==> src/rtl/vram_write_arbiter_if.sv <==
// Write-request and VRAM write-port bundle for vram_write_arbiter.
// The master side is the pair of writers and the slave side is the arbiter.
interface vram_write_arbiter_if #(
  parameter int unsigned ADDR_W = 11,
  parameter int unsigned DATA_W = 8,
  parameter int unsigned CNT_W  = 16
);
  logic              req0_valid;
  logic [ADDR_W-1:0] req0_addr;
  logic [DATA_W-1:0] req0_data;
  logic              req0_ready;
  logic              req1_valid;
  logic [ADDR_W-1:0] req1_addr;
  logic [DATA_W-1:0] req1_data;
  logic              req1_ready;
  logic              req1_en;
  logic              vram_even_we;
  logic [ADDR_W-2:0] vram_even_addr;
  logic [DATA_W-1:0] vram_even_d;
  logic              vram_odd_we;
  logic [ADDR_W-2:0] vram_odd_addr;
  logic [DATA_W-1:0] vram_odd_d;
  logic [CNT_W-1:0]  conflict_count;

  modport master (
    output req0_valid, req0_addr, req0_data, req1_valid, req1_addr, req1_data, req1_en,
    input  req0_ready, req1_ready,
    input  vram_even_we, vram_even_addr, vram_even_d,
    input  vram_odd_we, vram_odd_addr, vram_odd_d, conflict_count
  );

  modport slave (
    input  req0_valid, req0_addr, req0_data, req1_valid, req1_addr, req1_data, req1_en,
    output req0_ready, req1_ready,
    output vram_even_we, vram_even_addr, vram_even_d,
    output vram_odd_we, vram_odd_addr, vram_odd_d, conflict_count
  );
endinterface

==> src/rtl/vram_write_arbiter.sv <==
// Two-writer arbiter for the even/odd VRAM write ports: parallel issue on
// different banks, round-robin on same-bank collisions, one-cycle write latency.
module vram_write_arbiter #(
  parameter int unsigned ADDR_W = 11,
  parameter int unsigned DATA_W = 8,
  parameter int unsigned CNT_W  = 16
) (
  input  logic                  clk,
  input  logic                  rst_n,
  vram_write_arbiter_if.slave   bus
);
  localparam int unsigned BANK_AW = ADDR_W - 1;

  logic               elig0_c, elig1_c, conflict_c, grant0_c, grant1_c;
  logic               rr_q, rr_d;
  logic [CNT_W-1:0]   cnt_q, cnt_d;
  logic               even_we_q, even_we_d, odd_we_q, odd_we_d;
  logic [BANK_AW-1:0] even_addr_q, even_addr_d, odd_addr_q, odd_addr_d;
  logic [DATA_W-1:0]  even_data_q, even_data_d, odd_data_q, odd_data_d;

  // Grant decision; rr_q set means the secondary writer wins the next collision.
  always_comb begin
    elig0_c    = bus.req0_valid;
    elig1_c    = bus.req1_valid && bus.req1_en;
    conflict_c = elig0_c && elig1_c && (bus.req0_addr[0] == bus.req1_addr[0]);
    grant0_c   = rst_n && elig0_c && !(conflict_c && rr_q);
    grant1_c   = rst_n && elig1_c && !(conflict_c && !rr_q);
  end

  assign bus.req0_ready = grant0_c;
  assign bus.req1_ready = grant1_c;

  // Next-state: idle banks keep addr/data so the buses do not toggle.
  always_comb begin
    even_we_d   = 1'b0;
    even_addr_d = even_addr_q;
    even_data_d = even_data_q;
    odd_we_d    = 1'b0;
    odd_addr_d  = odd_addr_q;
    odd_data_d  = odd_data_q;
    rr_d        = rr_q;
    cnt_d       = cnt_q;

    if (grant0_c) begin
      if (bus.req0_addr[0]) begin
        odd_we_d   = 1'b1;
        odd_addr_d = bus.req0_addr[ADDR_W-1:1];
        odd_data_d = bus.req0_data;
      end else begin
        even_we_d   = 1'b1;
        even_addr_d = bus.req0_addr[ADDR_W-1:1];
        even_data_d = bus.req0_data;
      end
    end

    // Never lands on the same bank as grant0_c: a collision grants only one side.
    if (grant1_c) begin
      if (bus.req1_addr[0]) begin
        odd_we_d   = 1'b1;
        odd_addr_d = bus.req1_addr[ADDR_W-1:1];
        odd_data_d = bus.req1_data;
      end else begin
        even_we_d   = 1'b1;
        even_addr_d = bus.req1_addr[ADDR_W-1:1];
        even_data_d = bus.req1_data;
      end
    end

    if (conflict_c) begin
      rr_d = ~rr_q;
      if (cnt_q != {CNT_W{1'b1}}) cnt_d = cnt_q + CNT_W'(1);
    end
  end

  always_ff @(posedge clk or negedge rst_n) begin
    if (!rst_n) begin
      rr_q        <= 1'b0;
      cnt_q       <= '0;
      even_we_q   <= 1'b0;
      even_addr_q <= '0;
      even_data_q <= '0;
      odd_we_q    <= 1'b0;
      odd_addr_q  <= '0;
      odd_data_q  <= '0;
    end else begin
      rr_q        <= rr_d;
      cnt_q       <= cnt_d;
      even_we_q   <= even_we_d;
      even_addr_q <= even_addr_d;
      even_data_q <= even_data_d;
      odd_we_q    <= odd_we_d;
      odd_addr_q  <= odd_addr_d;
      odd_data_q  <= odd_data_d;
    end
  end

  assign bus.vram_even_we   = even_we_q;
  assign bus.vram_even_addr = even_addr_q;
  assign bus.vram_even_d    = even_data_q;
  assign bus.vram_odd_we    = odd_we_q;
  assign bus.vram_odd_addr  = odd_addr_q;
  assign bus.vram_odd_d     = odd_data_q;
  assign bus.conflict_count = cnt_q;
endmodule
==> src/flat_wrapper.sv <==
// flat-port wrapper written by rule: the top's interface ports become plain ports
module vram_write_arbiter_flat 
#(
  parameter int unsigned ADDR_W = 11,
  parameter int unsigned DATA_W = 8,
  parameter int unsigned CNT_W  = 16
)
  (clk, rst_n, bus_req0_valid, bus_req0_addr, bus_req0_data, bus_req1_valid, bus_req1_addr, bus_req1_data, bus_req1_en, bus_req0_ready, bus_req1_ready, bus_vram_even_we, bus_vram_even_addr, bus_vram_even_d, bus_vram_odd_we, bus_vram_odd_addr, bus_vram_odd_d, bus_conflict_count);
  vram_write_arbiter_if #(.ADDR_W(ADDR_W), .DATA_W(DATA_W), .CNT_W(CNT_W)) bus_i ();
  input  logic clk;
  input  logic rst_n;
  input wire logic [$bits(bus_i.req0_valid)-1:0] bus_req0_valid;
  input wire logic [$bits(bus_i.req0_addr)-1:0] bus_req0_addr;
  input wire logic [$bits(bus_i.req0_data)-1:0] bus_req0_data;
  input wire logic [$bits(bus_i.req1_valid)-1:0] bus_req1_valid;
  input wire logic [$bits(bus_i.req1_addr)-1:0] bus_req1_addr;
  input wire logic [$bits(bus_i.req1_data)-1:0] bus_req1_data;
  input wire logic [$bits(bus_i.req1_en)-1:0] bus_req1_en;
  output wire logic [$bits(bus_i.req0_ready)-1:0] bus_req0_ready;
  output wire logic [$bits(bus_i.req1_ready)-1:0] bus_req1_ready;
  output wire logic [$bits(bus_i.vram_even_we)-1:0] bus_vram_even_we;
  output wire logic [$bits(bus_i.vram_even_addr)-1:0] bus_vram_even_addr;
  output wire logic [$bits(bus_i.vram_even_d)-1:0] bus_vram_even_d;
  output wire logic [$bits(bus_i.vram_odd_we)-1:0] bus_vram_odd_we;
  output wire logic [$bits(bus_i.vram_odd_addr)-1:0] bus_vram_odd_addr;
  output wire logic [$bits(bus_i.vram_odd_d)-1:0] bus_vram_odd_d;
  output wire logic [$bits(bus_i.conflict_count)-1:0] bus_conflict_count;
  assign bus_i.req0_valid = bus_req0_valid;
  assign bus_i.req0_addr = bus_req0_addr;
  assign bus_i.req0_data = bus_req0_data;
  assign bus_i.req1_valid = bus_req1_valid;
  assign bus_i.req1_addr = bus_req1_addr;
  assign bus_i.req1_data = bus_req1_data;
  assign bus_i.req1_en = bus_req1_en;
  assign bus_req0_ready = bus_i.req0_ready;
  assign bus_req1_ready = bus_i.req1_ready;
  assign bus_vram_even_we = bus_i.vram_even_we;
  assign bus_vram_even_addr = bus_i.vram_even_addr;
  assign bus_vram_even_d = bus_i.vram_even_d;
  assign bus_vram_odd_we = bus_i.vram_odd_we;
  assign bus_vram_odd_addr = bus_i.vram_odd_addr;
  assign bus_vram_odd_d = bus_i.vram_odd_d;
  assign bus_conflict_count = bus_i.conflict_count;
  vram_write_arbiter #(.ADDR_W(ADDR_W), .DATA_W(DATA_W), .CNT_W(CNT_W)) u_core (.clk(clk), .rst_n(rst_n), .bus(bus_i));
endmodule
==> config.mk <==
export PLATFORM = sky130hd
export DESIGN_NAME = vram_write_arbiter_flat
export DESIGN_NICKNAME = d
export VERILOG_FILES = /design/src/rtl/vram_write_arbiter_if.sv /design/src/rtl/vram_write_arbiter.sv /design/src/flat_wrapper.sv
export SDC_FILE = /design/constraint.sdc
export NUM_CORES = 1
export LEC_CHECK = 0
export CAP_MARGIN = 30
export CORE_ASPECT_RATIO = 0.5
export CORE_UTILIZATION = 48
export CTS_CLUSTER_DIAMETER = 150
export DETAILED_ROUTE_END_ITERATION = 7
export PLACE_DENSITY = 0.91
export SYNTH_ARGS = -nofsm -noshare
export SYNTH_HDL_FRONTEND = slang
export SYNTH_SLANG_ARGS = --single-unit
==> constraint.sdc <==
create_clock -name clk -period 3.8 [get_ports clk]
set_clock_uncertainty 0.15 [all_clocks]
set_input_delay 0.76 -clock clk [delete_from_list [all_inputs] [get_ports clk]]
set_output_delay 0.76 -clock clk [all_outputs]
set_load 0.01 [all_outputs]
Yosys cells after proc, flatten, opt, wreduce, memory -nomap -nowiden
Cells that the tools add are included.

Register bits: 55. Bits in latches: 0. RAM bits: 0. Bits in read-only memories: 0. Input port bits: 43. Word-level logic and storage cells: 49. Memories: 0.

Add/subtract/negate cells: 1. $mul: 0. Div/mod/pow operators: 0. Order comparisons: 0. Equality and inequality tests: 2. Shift-type cells: 0. Multiplexer cells: 24. Bitwise operators: 1. Reduce and logical (&&, ||, !) cells: 13.

Operators with widths (count): 2-to-1 mux 10 bit (8); 2-to-1 mux 8 bit (8); adder 16 x 1 -> 16 bit (second input constant) (1); != test 16 bit (second input constant) (1); logical AND 1 bit (9); 2-to-1 mux 1 bit (8); logical NOT 1 bit (3); AND reduction 2 bit (1); == test 1 bit (1); NOT 1 bit (1).

Longest topological paths before layout
Gate-level depths: netlist of run 1.

Word-level depth: 9. Gate-level depth with buffers: 7. Gate-level depth less buffers: 5.

Least setup slack after synthesis of run 1
OpenSTA, ideal clock, no wires.

Path type: input port to output port. Start: in bus_req0_addr[0]. End: out bus_req0_ready. Data arrival time: 1354 ps. Data required time: 2890 ps. Setup slack: 1536 ps. Stages: 3. Path buffers: 1. Cells stage by stage: buf_2 -> xnor2_2 -> a31oi_1.

Longest elaborated chain between the ends: 5.

Ends and longest elaborated chain: start, declared (RTL line flat_wrapper.sv:13) `input wire logic [$bits(bus_i.req0_addr)-1:0] bus_req0_addr;`; == test 1 bit (RTL line vram_write_arbiter.sv:25) `conflict_c = elig0_c && elig1_c && (bus.req0_addr[0] == bus.req1_addr[0]);`; logical AND 1 bit (RTL line vram_write_arbiter.sv:25); logical AND 1 bit (RTL line vram_write_arbiter.sv:26) `grant0_c = rst_n && elig0_c && !(conflict_c && rr_q);`; logical NOT 1 bit (RTL line vram_write_arbiter.sv:26); logical AND 1 bit (RTL line vram_write_arbiter.sv:26); end, declared (RTL line flat_wrapper.sv:19) `output wire logic [$bits(bus_i.req0_ready)-1:0] bus_req0_ready;`.

Every way passes these cells.

Worst setup path in the final report of run 1
Same ends and word-level chain as after synthesis.

==> results.yml, run 1 <==
global_routing:
  grt_max_degree: 38
  grt_use_total_pct: 25.88
  grt_pass1_vias: 2471
  antenna_found_initial: 0
  grt_pass1_wl_um: 11490
  overflow: 0
power_and_ir_drop:
  p_leak_uw: 0.001702
  ir_worst_vdd_mv: 0.2626
  power_density_mw_per_mm2: 457.0
sta:
  fin_tns_setup_ns: 0
  fin_crit_sh_pct: 85.52
  finalMaxSlewViolations: 0
  hold_violations: 0
  rsz0062_at_grt: "no"
  max-slew-margin-rel_pct: 47.81
  worst_pin_slew_ns: 0.7804
  setup_viol: 0
  hold_slack_ns: 0.3135
  max_freq_ghz: 0.3077
  period_needed_ns: 3.250
placement:
  finalWeightedCongestion: 0.8905
  port_buffers: 98
  dp.final_hpwl_um: 5320
die:
  rows: 18
  io_pins: 99
  coreArea_mm2: 0.005135
  initial_core_util_pct: 51.80
  die_width_um: 107.3
  die_y_um: 54.64
  die_area_mm2: 0.005862
cts:
  cts.hold.buffers_added: 0
  post_cts_buffers: 0
  cts_tree: "yes"
  numClockSinks: 55
  cts-root-buf: "clkbuf_8"
  clk_latency_ns: 0.31
  clk_pin_slew_ns: 0.10
  htreeDepth: 2
  cts_resized: 0
  clockBufferDepth: 2
  cts_inserted_buffers: 5
worst_setup_path:
  r2r_slack_ns: 1.78
  crit_type: "input pin to output pin"
  cp.arrival_ns: 2.34
  end_kind: "output pin"
  path_max_fanout: 6
  rr_worst_depth: 5
  start_kind: "input pin"
  r2r_end: "u_core.bus.conflict_count[1]$_DFFE_PN0P_"
  timing.rr.start: "u_core.bus.conflict_count[0]$_DFFE_PN0P_"
  startpoint: "bus_req0_addr[0]"
  required_ns: 2.89
yosys:
  synth.distinct_cells: 36
  synth_top_area_share_pct: 51.74
  synth_nets: 337
  synth_cells: 293
  seq_area_frac_synth_pct: 51.74
  ys_ff_latch: 55
  avgSynthCellArea_um2: 9.079
  yosysTopAreaCell: "dfrtp_1"
  yosys_warnings: 0
  synthTopCellsByArea: "dfrtp_1, nand2_1, a31oi_1"
  syn_area_mm2: 0.002660
detailed_routing:
  totalWireLength_um: 7488
  vias: 2622
  ant_nets: 0
  route.detailed.drc: 0
  drtPass1Iterations: 5
  drt_iter0_markers: 148
  vias_per_cell: 5.688
  wl_per_cell_um: 16.24
flow_run:
  drv_cap: 0
worst_hold_path:
  min_path_type: "input pin to asynchronous set/reset pin"
run_status:
  status: "finished, final reports clean"
cells_and_area:
  drive_gt1_share_pct: 6.905
  fill_cells: 360
  antenna_cells: 0
  syn2layout_area_growth_pct: 43.27
  finalNetCount: 434
-- cell families after synthesis --
logic type	Yosys count	share of synthesized area, %
xor gates and xnor gates	14	4.892
adders and majority gates	1	0.4703
muxes	4	1.787
buffers and inverters	19	3.433
and+or+nand+nor	158	27.47
AOI/OAI and AO/OA	42	10.21
DFF	55	51.74
-- metal layers --
| layer | track usage (%) | vias to the layer above | routed length (um) |
|---|---|---|---|
| met3 | 4.762 | 13 | 520 |
| li1 | - | 1194 | - |
| met2 | 48.49 | 131 | 3947 |
| met1 | 30.61 | 1284 | 2923 |
| met5 | 0 | - | 0 |
| met4 | 10.73 | 0 | 96 |
-- Yosys cell counts (all sizes together) --
master	count
a311o	2
a31oi	38
and2	1
and3	3
and4	1
and4b	1
buf	10
clkbuf	4
dfrtp	55
ha	1
inv	5
mux2	3
mux2i	1
nand2	83
nand3	5
nand4	7
nor2	41
nor3	9
nor3b	2
nor4	3
nor4b	1
o2111ai	1
o21ai	1
or3	1
xnor2	3
xor2	11
-- worst max-delay path by stage --
stage | to | slack [ns] | cells after the start
after floorplan | bus_req0_ready | 1.54 | 3
after global placement | bus_req1_ready | 0.62 | 4
after detailed placement | bus_req0_ready | 0.56 | 4
after CTS | bus_req0_ready | 0.56 | 4
after global routing | bus_req0_ready | 0.52 | 4
final | bus_req0_ready | 0.55 | 4
-- where the power goes --
part           total [uW]  leakage (uW)  switching (uW)  internal (uW)
Combinational         553      0.000974             240            313
Clock                 402     0.0000548             203            199
Sequential            787      0.000674            86.2            701
Total                1740       0.00170             529           1210
-- critical path: stages --
cell and delay, ns:
clkdlybuf4s50_1 0.66, xnor2_2 0.16, a31oi_1 0.19, clkdlybuf4s50_1 0.56
-- metrics by stage --
stage	util [%]	std cells	instance area [um2]	total power (uW)	setup WS, ns
2_1_floorplan	-	293	2660	1003	1.536
3_3_place_gp	71.98	453	3696	1325	0.6221
3_5_place_dp	71.98	453	3696	1349	0.5598
4_1_cts	74.22	461	3811	1747	0.5608
5_1_grt	74.22	461	3811	1824	0.5179
6_report	74.22	461	3811	1742	0.5504
-- layout by cell type, fill, tap and decap left out, drive strengths merged --
cell type / count
a311o: 2
a31oi: 38
and2: 1
and3: 3
and4: 1
and4b: 1
buf: 7
bufinv: 1
clkbuf: 5
clkdlybuf4s50: 97
clkinvlp: 1
dfrtp: 55
ha: 1
inv: 6
mux2: 3
mux2i: 1
nand2: 83
nand3: 5
nand4: 7
nor2: 41
nor3: 9
nor3b: 2
nor4: 3
nor4b: 1
o2111ai: 1
o21ai: 1
or3: 1
xnor2: 3
xor2: 11
-- final cells by class --
type	count	area, um2	area share (%)
inverter	5	18.77	0.4924
multi-input combinational	219	1192	31.29
sequential	55	1376	36.11
timing repair buffer	104	1021	26.79
clock inverter	3	46.29	1.215
clock buffer	5	68.82	1.806
tap	70	87.58	2.298
-- state kept, by name (all words and copies together), names as in the netlist --
signal	flops
u_core.rr_q	1
u_core.bus.vram_even_d	8
u_core.bus.vram_odd_we	1
u_core.bus.conflict_count	16
u_core.bus.vram_even_addr	10
u_core.bus.vram_even_we	1
u_core.bus.vram_odd_d	8
u_core.bus.vram_odd_addr	10
Note: power is estimated with default switching activity, not from simulation.
==> run 2: changes to the inputs <==
--- a/config.mk
+++ b/config.mk
@@ -7,10 +7,11 @@
 export LEC_CHECK = 0
 export CAP_MARGIN = 30
 export CORE_ASPECT_RATIO = 0.5
-export CORE_UTILIZATION = 48
+export CORE_MARGIN = 1.5
+export CORE_UTILIZATION = 44
 export CTS_CLUSTER_DIAMETER = 150
 export DETAILED_ROUTE_END_ITERATION = 7
-export PLACE_DENSITY = 0.91
+export PLACE_DENSITY = 0.85
 export SYNTH_ARGS = -nofsm -noshare
 export SYNTH_HDL_FRONTEND = slang
 export SYNTH_SLANG_ARGS = --single-unit
==> constraint.sdc (replaced) <==
create_clock -name clk -period 3.5 [get_ports clk]
set_clock_uncertainty 0.15 [all_clocks]
set_input_delay 0.7 -clock clk [delete_from_list [all_inputs] [get_ports clk]]
set_output_delay 0.7 -clock clk [all_outputs]
set_load 0.01 [all_outputs]
==> results.yml, run 2 (same netlist as run 1, synthesis figures left out) <==
run_status:
  status: "finished, final reports clean"
power_and_ir_drop:
  p_leak_uw: 0.001716
  power_density_mw_per_mm2: 507.1
  p_int_uw: 1362
  p_comb_share_pct: 30.5
  seqPwrFrac_pct: 44.1
  power_switching_share_pct: 29.97
  ir_worst_vdd_mv: 0.3653
  clkPwrFrac_pct: 25.4
  switching_power_uw: 583.0
placement:
  dpl-instance-area_mm2: 0.003692
  dp.final_hpwl_um: 5428
  place_inst: 455
  finalWeightedCongestion: 0.9199
  port_buffers: 98
cells_and_area:
  finalNonFillerCells: 463
  syn2layout_area_growth_pct: 44.21
  final_util_pct: 67.80
  largest_reg_flops: 16
  most-common-layout-cells: "clkdlybuf4s50_1, nand2_1, dfrtp_1, nor2_1, a31oi_1"
  final_common_cell: "clkdlybuf4s50_1"
  fin_area_mm2: 0.003836
  drive_gt1_share_pct: 6.667
  antenna_cells: 0
  finalNetCount: 433
flow_run:
  drv_cap: 0
global_routing:
  grt_max_degree: 42
  grt_pass1_vias: 2397
  grt_pass1_wl_um: 11850
  overflow: 0
  antenna_found_initial: 0
  grt_use_total_pct: 23.04
cts:
  cts_inserted_buffers: 5
  post_cts_buffers: 0
  cts_resized: 0
  numClockSinks: 55
  cts_tree: "yes"
  cts.hold.buffers_added: 0
  htreeDepth: 2
  cts-root-buf: "clkbuf_16"
  clk_pin_slew_ns: 0.07
  clockBufferDepth: 2
  clk_latency_ns: 0.29
sta:
  hold_slack_ns: 0.1865
  setup_viol: 0
  period_needed_ns: 3.155
  fin_tns_setup_ns: 0
  finalMaxSlewViolations: 0
  rsz0062_at_grt: "no"
  fin_crit_sh_pct: 90.15
  max-slew-margin-rel_pct: 41.11
  worst_pin_slew_ns: 0.8807
  max_freq_ghz: 0.3169
  hold_violations: 0
detailed_routing:
  drtPass1Iterations: 5
  totalWireLength_um: 7537
  ant_nets: 0
  drt_iter0_markers: 178
  route.detailed.drc: 0
  wl_per_cell_um: 16.28
  vias: 2539
  vias_per_cell: 5.484
worst_setup_path:
  required_ns: 2.65
  crit_top_cell: "clkdlybuf4s50_1"
  critPathSlowestCell: "clkdlybuf4s50_1"
  max_stage_delay_ns: 0.65
  path_max_fanout: 6
  end_kind: "output pin"
  start_kind: "input pin"
  cp.arrival_ns: 2.31
  crit_chain: "clkdlybuf4s50_1 > xnor2_2 > a31oi_1 > clkdlybuf4s50_1"
  crit_type: "input pin to output pin"
die:
  die_width_um: 113.0
  initial_core_util_pct: 47.01
  rows: 19
  coreArea_mm2: 0.005658
  io_pins: 99
  die_y_um: 57.98
  die_area_mm2: 0.006549
worst_hold_path:
  min_path_type: "input pin to asynchronous set/reset pin"
==> run 2: cell types whose count changed in the layout (fill, tap and decap cells not counted) <==
cell        before  now
clkbuf_16        0    5
clkbuf_8         5    0
clkinv_2         0    2
buf_4            6    5
bufinv_16        1    0
clkinvlp_4       1    0
==> run 2: per-stage QoR <==
step | total power (uW) | setup WS, ns
final | 1945 | 0.3448
after global routing | 2034 | 0.2788
after CTS | 1952 | 0.3341
after detailed placement | 1458 | 0.3359
after global placement | 1435 | 0.3927
after floorplan | 1086 | 1.356
==> run 2: routing by layer <==
layer / up-vias / GRT usage, % / share of wire [%]
met4: 0 / 6.786 / 1.4
met3: 12 / 4.603 / 5.3
met1: 1242 / 30.61 / 43
li1: 1201 / - / -
met5: - / 0 / 0
met2: 84 / 39.37 / 50
==> run 2: area by class of cell <==
class / count / area, um2
Clock buffer: 5 / 125.1
Clock inverter: 3 / 18.77
Fill cell: 434 / 1822
Inverter: 5 / 18.77
Multi-Input combinational cell: 219 / 1192
Sequential cell: 55 / 1376
Tap cell: 73 / 91.34
Timing Repair Buffer: 103 / 1013
==> run 2: critical path: cells and delay by family <==
| kind | cells | cell delay, ns |
|---|---|---|
| AO/OA/AOI/OAI | 1 | 0.21 |
| buffers and inverters | 2 | 1.21 |
| XOR/XNOR | 1 | 0.17 |
==> run 2: power groups by stage <==
stage | logic, uW | registers (uW) | clock network [uW]
floorplan | 177 | 909 | 0
global placement | 576 | 859 | 0
detailed placement | 591 | 867 | 0
CTS | 596 | 857 | 500
global route | 636 | 874 | 524
finish | 594 | 857 | 494
==> run 2: path summary, 6_finish.rpt <==
kind	start	endpoint	slack, ns	cells past startpoint
min in group clk	u_core.bus.conflict_count[6]$_DFFE_PN0P_	u_core.bus.conflict_count[6]$_DFFE_PN0P_	0.37	1
max in group asynchronous	rst_n	u_core.bus.vram_odd_addr[4]$_DFF_PN0_	2.16	2
worst min-delay path	rst_n	u_core.bus.vram_odd_d[4]$_DFF_PN0_	0.19	1
worst max-delay path	bus_req0_addr[0]	bus_req0_ready	0.34	4
worst min register to register	u_core.bus.conflict_count[6]$_DFFE_PN0P_	u_core.bus.conflict_count[6]$_DFFE_PN0P_	0.37	1
worst max register to register	u_core.bus.conflict_count[0]$_DFFE_PN0P_	u_core.bus.conflict_count[1]$_DFFE_PN0P_	1.43	5
==> run 3: changes to the inputs <==
--- a/config.mk
+++ b/config.mk
@@ -8,10 +8,11 @@
 export CAP_MARGIN = 30
 export CORE_ASPECT_RATIO = 0.5
 export CORE_MARGIN = 1.5
-export CORE_UTILIZATION = 44
+export CORE_UTILIZATION = 40
 export CTS_CLUSTER_DIAMETER = 150
 export DETAILED_ROUTE_END_ITERATION = 7
-export PLACE_DENSITY = 0.85
+export MAX_ROUTING_LAYER = met4
+export PLACE_DENSITY_LB_ADDON = 0.05
 export SYNTH_ARGS = -nofsm -noshare
 export SYNTH_HDL_FRONTEND = slang
 export SYNTH_SLANG_ARGS = --single-unit
==> constraint.sdc (replaced) <==
create_clock -name clk -period 2.9 [get_ports clk]
set_clock_uncertainty 0.15 [all_clocks]
set_input_delay 0.58 -clock clk [delete_from_list [all_inputs] [get_ports clk]]
set_output_delay 0.58 -clock clk [all_outputs]
set_load 0.01 [all_outputs]
==> results.yml, run 3 (same netlist as run 1, synthesis figures left out) <==
die:
  initial_core_util_pct: 42.69
  die_area_mm2: 0.007178
  io_pins: 99
  die_width_um: 118.3
  die_y_um: 60.67
  coreArea_mm2: 0.006231
  rows: 20
worst_setup_path:
  r2r_slack_ns: 0.88
  cp_top_family: "buffers and inverters"
  required_ns: 2.17
  r2r_end: "u_core.bus.conflict_count[1]$_DFFE_PN0P_"
  crit_chain: "clkdlybuf4s50_1 > and3_1 > a31oi_1 > clkdlybuf4s50_1"
  max_stage_delay_ns: 0.59
  path_max_fanout: 5
  cp.arrival_ns: 2.08
  timing.rr.start: "u_core.bus.conflict_count[0]$_DFFE_PN0P_"
  rr_worst_depth: 5
  startpoint: "bus_req0_valid"
  crit_type: "input pin to output pin"
  critPathBufInv: 2
  cp.depth: 4
  start_kind: "input pin"
  critical_path.endpoint: "bus_req0_ready"
  end_kind: "output pin"
  crit_top_cell: "clkdlybuf4s50_1"
  critPathSlowestCell: "clkdlybuf4s50_1"
sta:
  fin_tns_setup_ns: 0
  fin_crit_sh_pct: 96.92
  finalMaxSlewViolations: 0
  hold_violations: 0
  rsz0062_at_grt: "no"
  period_needed_ns: 2.811
  max-slew-margin-rel_pct: 52.26
  worst_pin_slew_ns: 0.7161
  max_freq_ghz: 0.3558
  setup_viol: 0
cells_and_area:
  final_common_cell: "clkdlybuf4s50_1"
  drive_gt1_share_pct: 7.848
  syn2layout_area_growth_pct: 46.75
  finalNetCount: 438
  most-common-layout-cells: "clkdlybuf4s50_1, nand2_1, dfrtp_1, nor2_1, a31oi_1"
  antenna_cells: 0
  largest_reg_flops: 16
  final_util_pct: 62.65
cts:
  cts.hold.buffers_added: 0
  numClockSinks: 55
  clk_latency_ns: 0.30
  htreeDepth: 2
  post_cts_buffers: 0
  clockBufferDepth: 2
  cts_inserted_buffers: 5
  cts_tree: "yes"
  cts_resized: 0
  clk_pin_slew_ns: 0.07
  cts-root-buf: "clkbuf_16"
global_routing:
  overflow: 0
  grt_pass1_vias: 2374
  antenna_found_initial: 0
  grt_use_total_pct: 22.17
  grt_max_degree: 57
  grt_pass1_wl_um: 11750
placement:
  port_buffers: 98
  dp.final_hpwl_um: 5118
  finalWeightedCongestion: 0.8468
detailed_routing:
  wl_per_cell_um: 15.22
  vias: 2512
  drt_iter0_markers: 164
  vias_per_cell: 5.201
  route.detailed.drc: 0
  ant_nets: 0
  totalWireLength_um: 7352
  drtPass1Iterations: 4
worst_hold_path:
  min_path_type: "input pin to asynchronous set/reset pin"
power_and_ir_drop:
  power_density_mw_per_mm2: 608.3
  p_leak_uw: 0.001740
  ir_worst_vdd_mv: 0.3810
run_status:
  status: "finished, final reports clean"
flow_run:
  drv_cap: 0
run 3: cell types whose count changed in the layout (fill, tap and decap cells not counted), sizes merged:
cell / before / now
clkinvlp: 0 / 1
clkinv: 2 / 1
buf: 6 / 11
clkbuf: 5 / 6
inv: 6 / 5
run 3: how the worst min path moves through the flow:
stage	from	to	slack (ns)	cells past startpoint
floorplan	rst_n	u_core.bus.conflict_count[0]$_DFFE_PN0P_	0.13	0
global placement	u_core.bus.conflict_count[15]$_DFFE_PN0P_	u_core.bus.conflict_count[15]$_DFFE_PN0P_	0.34	1
detailed placement	u_core.bus.conflict_count[15]$_DFFE_PN0P_	u_core.bus.conflict_count[15]$_DFFE_PN0P_	0.35	1
CTS	rst_n	u_core.bus.vram_odd_addr[2]$_DFF_PN0_	0.36	2
global route	u_core.bus.conflict_count[15]$_DFFE_PN0P_	u_core.bus.conflict_count[15]$_DFFE_PN0P_	0.38	1
finish	rst_n	u_core.bus.vram_even_addr[9]$_DFF_PN0_	0.34	2
run 3: cell type report:
class                           instances  area (um2)
Clock buffer                            6       138.9
Clock inverter                          2       16.27
Fill cell                             517        2327
Inverter                                5       18.77
Multi-Input combinational cell        219        1192
Sequential cell                        55        1376
Tap cell                               88       110.1
Timing Repair Buffer                  108        1051
run 3: power breakdown:
part / internal (uW) / switching (uW)
Combinational: 414 / 305
Sequential: 919 / 108
Clock: 346 / 283
run 3: stage by stage:
stage | hold WS, ns | setup WS, ns | total power [uW] | instances | instance area, um2
2_1_floorplan | 0.1344 | 0.9328 | 1315 | 293 | 2660
3_3_place_gp | 0.3440 | 0.1603 | 1746 | 475 | 3749
3_5_place_dp | 0.3537 | 0.06694 | 1766 | 475 | 3749
4_1_cts | 0.3569 | 0.06505 | 2400 | 483 | 3904
5_1_grt | 0.3752 | 0.01598 | 2503 | 483 | 3904
6_report | 0.3350 | 0.08936 | 2375 | 483 | 3904
run 3: routing by layer:
layer / routed length (um) / global-route usage, % / vias to the layer above
met2: 3476 / 35.47 / 80
met1: 3285 / 27.73 / 1211
met5: 0 / - / -
met3: 498 / 5.827 / 6
met4: 91 / 8.362 / 0
li1: - / - / 1215
